<file path="src/rtl/uart_pkg.sv">
// Shared UART definitions: receive FSM state encoding and default baud constants
// used by both the receive and transmit controllers.
package uart_pkg;

  typedef enum logic [2:0] {
    IDLE   = 3'd0,
    START  = 3'd1,
    DATA   = 3'd2,
    PARITY = 3'd3,
    STOP   = 3'd4
  } rx_state_t;

  // 50 MHz system clock, 115200 baud, 16x oversampling
  localparam int unsigned DEF_CLK_DIV    = 27;
  localparam int unsigned DEF_OVERSAMPLE = 16;
  localparam int unsigned DEF_DATA_BITS  = 8;

endpackage

</file>
<file path="src/rtl/counter.sv">
// Free-running modulo counter used as a tick generator. Held at zero while
// disabled so the first tick lands MODULET clocks after enable.
module counter #(
  parameter int unsigned MODULET = 27
) (
  input  logic clock,
  input  logic nreset,
  input  logic ena,
  output logic counting_done
);

  localparam int unsigned CW = (MODULET > 1) ? $clog2(MODULET) : 1;
  localparam logic [CW-1:0] LAST = CW'(MODULET - 1);

  logic [CW-1:0] cnt_q, cnt_d;

  // next count: clear when disabled, wrap at terminal count
  always_comb begin
    cnt_d = cnt_q;
    if (!ena || (cnt_q == LAST)) cnt_d = '0;
    else                         cnt_d = cnt_q + 1'b1;
  end

  // count register
  always_ff @(posedge clock or negedge nreset) begin
    if (!nreset) cnt_q <= '0;
    else         cnt_q <= cnt_d;
  end

  assign counting_done = ena && (cnt_q == LAST);

endmodule

</file>
<file path="src/rtl/uart_rx_ctrl.sv">
// UART receive controller. Frames one async character (start, data LSB-first,
// optional parity, one stop bit) using the tick counter for bit timing and
// hands words to the host over a valid/ready handshake.
//
//  state  | meaning
//  IDLE   | line idle, waiting for a falling edge on rx_s
//  START  | timing to mid start bit to reject glitches
//  DATA   | sampling data bits at mid-bit
//  PARITY | sampling the parity bit
//  STOP   | sampling the stop bit, then delivering the word
module uart_rx_ctrl
  import uart_pkg::*;
#(
  parameter int unsigned CLK_DIV    = DEF_CLK_DIV,
  parameter int unsigned OVERSAMPLE = DEF_OVERSAMPLE,
  parameter int unsigned DATA_BITS  = DEF_DATA_BITS,
  parameter int unsigned PARITY_EN  = 0,
  parameter int unsigned PARITY_ODD = 0
) (
  input  logic                 clock,
  input  logic                 nreset,
  input  logic                 rx,
  input  logic                 rx_ready,
  output logic [DATA_BITS-1:0] rx_data,
  output logic                 rx_valid,
  output logic                 frame_err,
  output logic                 parity_err,
  output logic                 overrun,
  output logic                 busy
);

  localparam int unsigned SW = $clog2(OVERSAMPLE);
  localparam int unsigned BW = $clog2(DATA_BITS);
  localparam logic [SW-1:0] S_MID  = SW'(OVERSAMPLE / 2 - 1);
  localparam logic [SW-1:0] S_LAST = SW'(OVERSAMPLE - 1);
  localparam logic [BW-1:0] B_LAST = BW'(DATA_BITS - 1);
  localparam logic          HAS_PAR = (PARITY_EN != 0);
  localparam logic          ODD_PAR = (PARITY_ODD != 0);

  logic rx_meta_q, rx_meta_d;
  logic rx_s_q, rx_s_d;
  logic rx_prev_q, rx_prev_d;

  rx_state_t state_q, state_d;
  logic [SW-1:0]        s_cnt_q, s_cnt_d;
  logic [BW-1:0]        bit_q, bit_d;
  logic [DATA_BITS-1:0] shift_q, shift_d;
  logic                 perr_q, perr_d;
  logic [DATA_BITS-1:0] rx_data_q, rx_data_d;
  logic                 rx_valid_q, rx_valid_d;
  logic                 frame_err_q, frame_err_d;
  logic                 parity_err_q, parity_err_d;
  logic                 overrun_q, overrun_d;

  logic tick_ena, tick, mid_pt, bit_pt;

  assign tick_ena = (state_q != IDLE);

  counter #(.MODULET(CLK_DIV)) u_tick (
    .clock         (clock),
    .nreset        (nreset),
    .ena           (tick_ena),
    .counting_done (tick)
  );

  assign mid_pt = tick && (s_cnt_q == S_MID);
  assign bit_pt = tick && (s_cnt_q == S_LAST);

  // two-flop synchronizer plus one-cycle delayed copy for edge detection
  always_comb begin
    rx_meta_d = rx;
    rx_s_d    = rx_meta_q;
    rx_prev_d = rx_s_q;
  end

  // frame sequencing, sampling and host-side delivery
  always_comb begin
    state_d      = state_q;
    s_cnt_d      = s_cnt_q;
    bit_d        = bit_q;
    shift_d      = shift_q;
    perr_d       = perr_q;
    rx_data_d    = rx_data_q;
    rx_valid_d   = rx_valid_q;
    frame_err_d  = frame_err_q;
    parity_err_d = parity_err_q;
    overrun_d    = 1'b0;

    if (rx_valid_q && rx_ready) rx_valid_d = 1'b0;

    case (state_q)
      IDLE: begin
        s_cnt_d = '0;
        if (rx_prev_q && !rx_s_q) state_d = START;
      end
      START: begin
        if (mid_pt) begin
          s_cnt_d = '0;
          if (rx_s_q) begin
            state_d = IDLE;
          end else begin
            state_d = DATA;
            bit_d   = '0;
          end
        end else if (tick) begin
          s_cnt_d = s_cnt_q + 1'b1;
        end
      end
      DATA: begin
        if (bit_pt) begin
          s_cnt_d = '0;
          shift_d = {rx_s_q, shift_q[DATA_BITS-1:1]};
          if (bit_q == B_LAST) state_d = HAS_PAR ? PARITY : STOP;
          else                 bit_d   = bit_q + 1'b1;
        end else if (tick) begin
          s_cnt_d = s_cnt_q + 1'b1;
        end
      end
      PARITY: begin
        if (bit_pt) begin
          s_cnt_d = '0;
          perr_d  = (^shift_q) ^ rx_s_q ^ ODD_PAR;
          state_d = STOP;
        end else if (tick) begin
          s_cnt_d = s_cnt_q + 1'b1;
        end
      end
      STOP: begin
        if (bit_pt) begin
          s_cnt_d = '0;
          state_d = IDLE;
          // a held word that the host is releasing this cycle may be replaced
          if (!rx_valid_q || rx_ready) begin
            rx_data_d    = shift_q;
            frame_err_d  = !rx_s_q;
            parity_err_d = HAS_PAR ? perr_q : 1'b0;
            rx_valid_d   = 1'b1;
          end else begin
            overrun_d = 1'b1;
          end
        end else if (tick) begin
          s_cnt_d = s_cnt_q + 1'b1;
        end
      end
      default: begin
        state_d = IDLE;
        s_cnt_d = '0;
      end
    endcase
  end

  // synchronizer registers, idle-high after reset
  always_ff @(posedge clock or negedge nreset) begin
    if (!nreset) begin
      rx_meta_q <= 1'b1;
      rx_s_q    <= 1'b1;
      rx_prev_q <= 1'b1;
    end else begin
      rx_meta_q <= rx_meta_d;
      rx_s_q    <= rx_s_d;
      rx_prev_q <= rx_prev_d;
    end
  end

  // FSM, sampling and output registers
  always_ff @(posedge clock or negedge nreset) begin
    if (!nreset) begin
      state_q      <= IDLE;
      s_cnt_q      <= '0;
      bit_q        <= '0;
      shift_q      <= '0;
      perr_q       <= 1'b0;
      rx_data_q    <= '0;
      rx_valid_q   <= 1'b0;
      frame_err_q  <= 1'b0;
      parity_err_q <= 1'b0;
      overrun_q    <= 1'b0;
    end else begin
      state_q      <= state_d;
      s_cnt_q      <= s_cnt_d;
      bit_q        <= bit_d;
      shift_q      <= shift_d;
      perr_q       <= perr_d;
      rx_data_q    <= rx_data_d;
      rx_valid_q   <= rx_valid_d;
      frame_err_q  <= frame_err_d;
      parity_err_q <= parity_err_d;
      overrun_q    <= overrun_d;
    end
  end

  assign rx_data    = rx_data_q;
  assign rx_valid   = rx_valid_q;
  assign frame_err  = frame_err_q;
  assign parity_err = parity_err_q;
  assign overrun    = overrun_q;
  assign busy       = (state_q != IDLE);

endmodule

</file>
<file path="config.mk">
export PLATFORM = sky130hd
export DESIGN_NAME = uart_rx_ctrl
export DESIGN_NICKNAME = d
export VERILOG_FILES = /design/src/rtl/uart_pkg.sv /design/src/rtl/counter.sv /design/src/rtl/uart_rx_ctrl.sv
export SDC_FILE = /design/constraint.sdc
export NUM_CORES = 1
export LEC_CHECK = 0
export ABC_AREA = 1
export CAP_MARGIN = 0
export CORE_ASPECT_RATIO = 0.75
export CORE_UTILIZATION = 25
export CTS_CLUSTER_DIAMETER = 200
export DETAILED_ROUTE_END_ITERATION = 10
export PLACE_DENSITY_LB_ADDON = 0.15
export SETUP_SLACK_MARGIN = 0.5
export SYNTH_ARGS = -nofsm -noshare
export SYNTH_HDL_FRONTEND = slang
export SYNTH_HIERARCHICAL = 1
export SYNTH_SLANG_ARGS = --single-unit
</file>
<file path="constraint.sdc">
create_clock -name clock -period 3.9 [get_ports clock]
set_input_delay 0.975 -clock clock [delete_from_list [all_inputs] [get_ports clock]]
set_output_delay 0.975 -clock clock [all_outputs]
set_load 0.02 [all_outputs]
</file>
==> flow_summary.json <==
{
  "crit_path_end_kind": "output port",
  "start_util": 0.258,
  "fin_nets": 222,
  "final_cell_area_mm2": 0.00206,
  "syn-num-nets": 204,
  "area_growth_pct": 16.5,
  "place_hpwl_um": 2210,
  "synthCells": 195,
  "cts_tree": "built",
  "slew_headroom": 0.439,
  "syn_area_per_cell_um2": 9.05,
  "grt_pass1_wl_um": 5630,
  "final_core_utilization": 0.301,
  "grt_pass1_vias": 1195,
  "clk_pin_slew_ns": 0.08,
  "clk_latency_ns": 0.28,
  "timing.final.crit_share": 0.670,
  "routedWlPerCell_um": 10.5,
  "timing.fmax_ghz": 0.383,
  "cts_made_buffers": 5,
  "post_drt_via_cell_ratio": 4.06,
  "drt.antenna.violating_nets": 0,
  "synth_xor_area_frac": 0.0149,
  "cts_buffer_depth": 2,
  "antenna_found_initial": 0,
  "die-area_mm2": 0.00741,
  "hold_violations": 0,
  "num_antenna_cells": 0,
  "syn_area_mm2": 0.00177,
  "cts_root_buf": "clkbuf_8",
  "fin_worst_skew_ns": 0.00675,
  "hp-start": "rx_meta_q",
  "vdd_drop_max_v": 0.000147,
  "place.port_buffers": 15,
  "synthSimpleGateAreaFrac": 0.249,
  "n_fill_cell": 764,
  "core_area_mm2": 0.00683,
  "grt_max_degree": 38,
  "arrival_ns": 1.64,
  "grt_setup_unrepaired": "no",
  "place.gp.congestion": 0.750,
  "netlist-cell-type-count": 24,
  "std_cell_rows": 26,
  "firstDrtPassIters": 3,
  "ys_warn_count": 6,
  "h-tree-depth": 2,
  "dieHeight_um": 74.8,
  "via_count": 1209,
  "power.total_w": 0.00104,
  "finalSetupViolations": 0,
  "drive_gt1_frac": 0.201,
  "tns_ns": 0,
  "worstSetupStartpoint": "state_q[1]",
  "die_x_um": 99.0,
  "startpoint_type": "register",
  "maxCapViolations": 0,
  "criticalPathCategory": "register to output port",
  "synth_mux_area_frac": 0.00567,
  "synthAdderAreaFrac": 0.0354,
  "overflow": 0,
  "cp_max_fo": 7,
  "status": "finished, final reports clean",
  "grtUsageTotal": 0.0980,
  "period_minus_slack_ns": 2.61,
  "clock_sinks": 37,
  "timing.final.max_slew_violations": 0,
  "io_pins": 17,
  "cp.required_ns": 2.92,
  "ys_ff_latch": 37,
  "routed_wl_um": 3140,
  "placed_area_mm2": 0.00197,
  "drtIter0Drc": 64,
  "rr_startpoint": "state_q[1]",
  "leakage_nw": 0.971,
  "synth_top_family_by_area": "simple AND/OR/NAND/NOR gates",
  "worstMarginPinSlew_ns": 0.842,
  "cts_resized": 0,
  "cts_hold_buf": 0,
  "hp-class": "register to register",
  "postCtsSetupBuffers": 0,
  "drc": 0,
  "power.density_mw_per_mm2": 504,
  "ys_seq_area_frac": 0.527,
  "synth_compound_area_frac": 0.0794
}
## cell type report
| type | count | area (um^2) | share of cell area |
|---|---|---|---|
| Tap cell | 84 | 105 | 0.0511 |
| Multi-Input combinational cell | 124 | 682 | 0.332 |
| Sequential cell | 37 | 930 | 0.452 |
| Inverter | 30 | 113 | 0.0547 |
| Clock buffer | 6 | 72.6 | 0.0353 |
| Clock inverter | 2 | 10.0 | 0.00487 |
| Timing Repair Buffer | 15 | 145 | 0.0706 |
## cells in the final DEF (no fill, tap or decap)
cell type and n:
nand2_1 47, nand3_1 8, clkbuf_1 1, nand2_2 10
mux2i_1 1, nor3_2 2, dfrtp_1 34, nand3_4 1
clkinv_2 2, clkdlybuf4s50_1 14, nor2_2 3, inv_1 23
nor2_1 14, o21ai_2 8, dfstp_2 3, conb_1 1
o21ai_1 10, inv_2 7, clkbuf_8 5, xor2_1 1
a21oi_1 4, ha_1 5, buf_2 1, nand4_1 5
nand4_2 1, xnor2_1 2, nor3b_1 1
## worst max-delay path: stages (launching register included)
cell             delay [ns]
dfrtp_1                0.49
nor2_1                 0.09
nand2_1                0.14
clkdlybuf4s50_1        0.63
## flip-flops by register name (all words and copies together), names as in the netlist, 3 cells and up
| signal | cells |
|---|---|
| shift_q | 8 |
| u_tick/cnt_q | 5 |
| rx_data | 8 |
| bit_q | 3 |
| state_q | 3 |
| s_cnt_q | 4 |
## cells by family after synthesis
family                   Yosys count
AND/OR/NAND/NOR                   92
flip-flops                        37
buffers and inverters             34
AO/OA/AOI/OAI                     22
adder cells (fa/ha/maj)            5
XOR/XNOR                           3
other                              1
multiplexers                       1
## per-layer routing
layer | GRT usage | vias up | wire [um]
li1 | - | 644 | -
met5 | 0 | - | 0
met2 | 0.151 | 16 | 1260
met1 | 0.130 | 547 | 1710
met4 | 0.0348 | 0 | 21
met3 | 0.0334 | 2 | 149
## power breakdown
group          switching (W)  leakage, nW  internal [W]
clock               0.000136       0.0450      0.000124
combinational       0.000209        0.425      0.000105
sequential         0.0000464        0.501      0.000416
total               0.000391        0.971      0.000645
## stage by stage
step / hold WS (ns) / setup WS [ns] / std cells
2_1_floorplan: 0.345 / 2.14 / 195
3_3_place_gp: 0.346 / 1.58 / 290
3_5_place_dp: 0.348 / 1.60 / 290
4_1_cts: 0.359 / 1.28 / 298
5_1_grt: 0.371 / 1.22 / 298
6_report: 0.358 / 1.29 / 298
## path summary, 6_finish.rpt
| kind | cells after the start | endpoint | slack (ns) |
|---|---|---|---|
| worst max-delay path | 3 | busy | 1.29 |
| max in group asynchronous | 1 | u_tick/cnt_q[1] | 2.57 |
| worst min register to register | 0 | rx_prev_d | 0.36 |
| min in group asynchronous | 1 | overrun | 0.80 |
| worst min-delay path | 0 | rx_prev_d | 0.36 |
| worst max register to register | 9 | shift_q[4] | 1.67 |
## synthesized netlist by cell type, drive strengths merged
library cell	n	share of area
nor3	2	0.011
nor2	17	0.040
nand2	57	0.14
a21oi	4	0.011
dfstp	3	0.045
ha	5	0.035
nand4	6	0.025
o21ai	18	0.068
xor2	1	0.0050
conb	1	0.0021
nand3	9	0.033
inv	30	0.064
mux2i	1	0.0057
buf	4	0.023
xnor2	2	0.0099
nor3b	1	0.0043
dfrtp	34	0.48
Note: power is estimated with default switching activity, not from simulation.
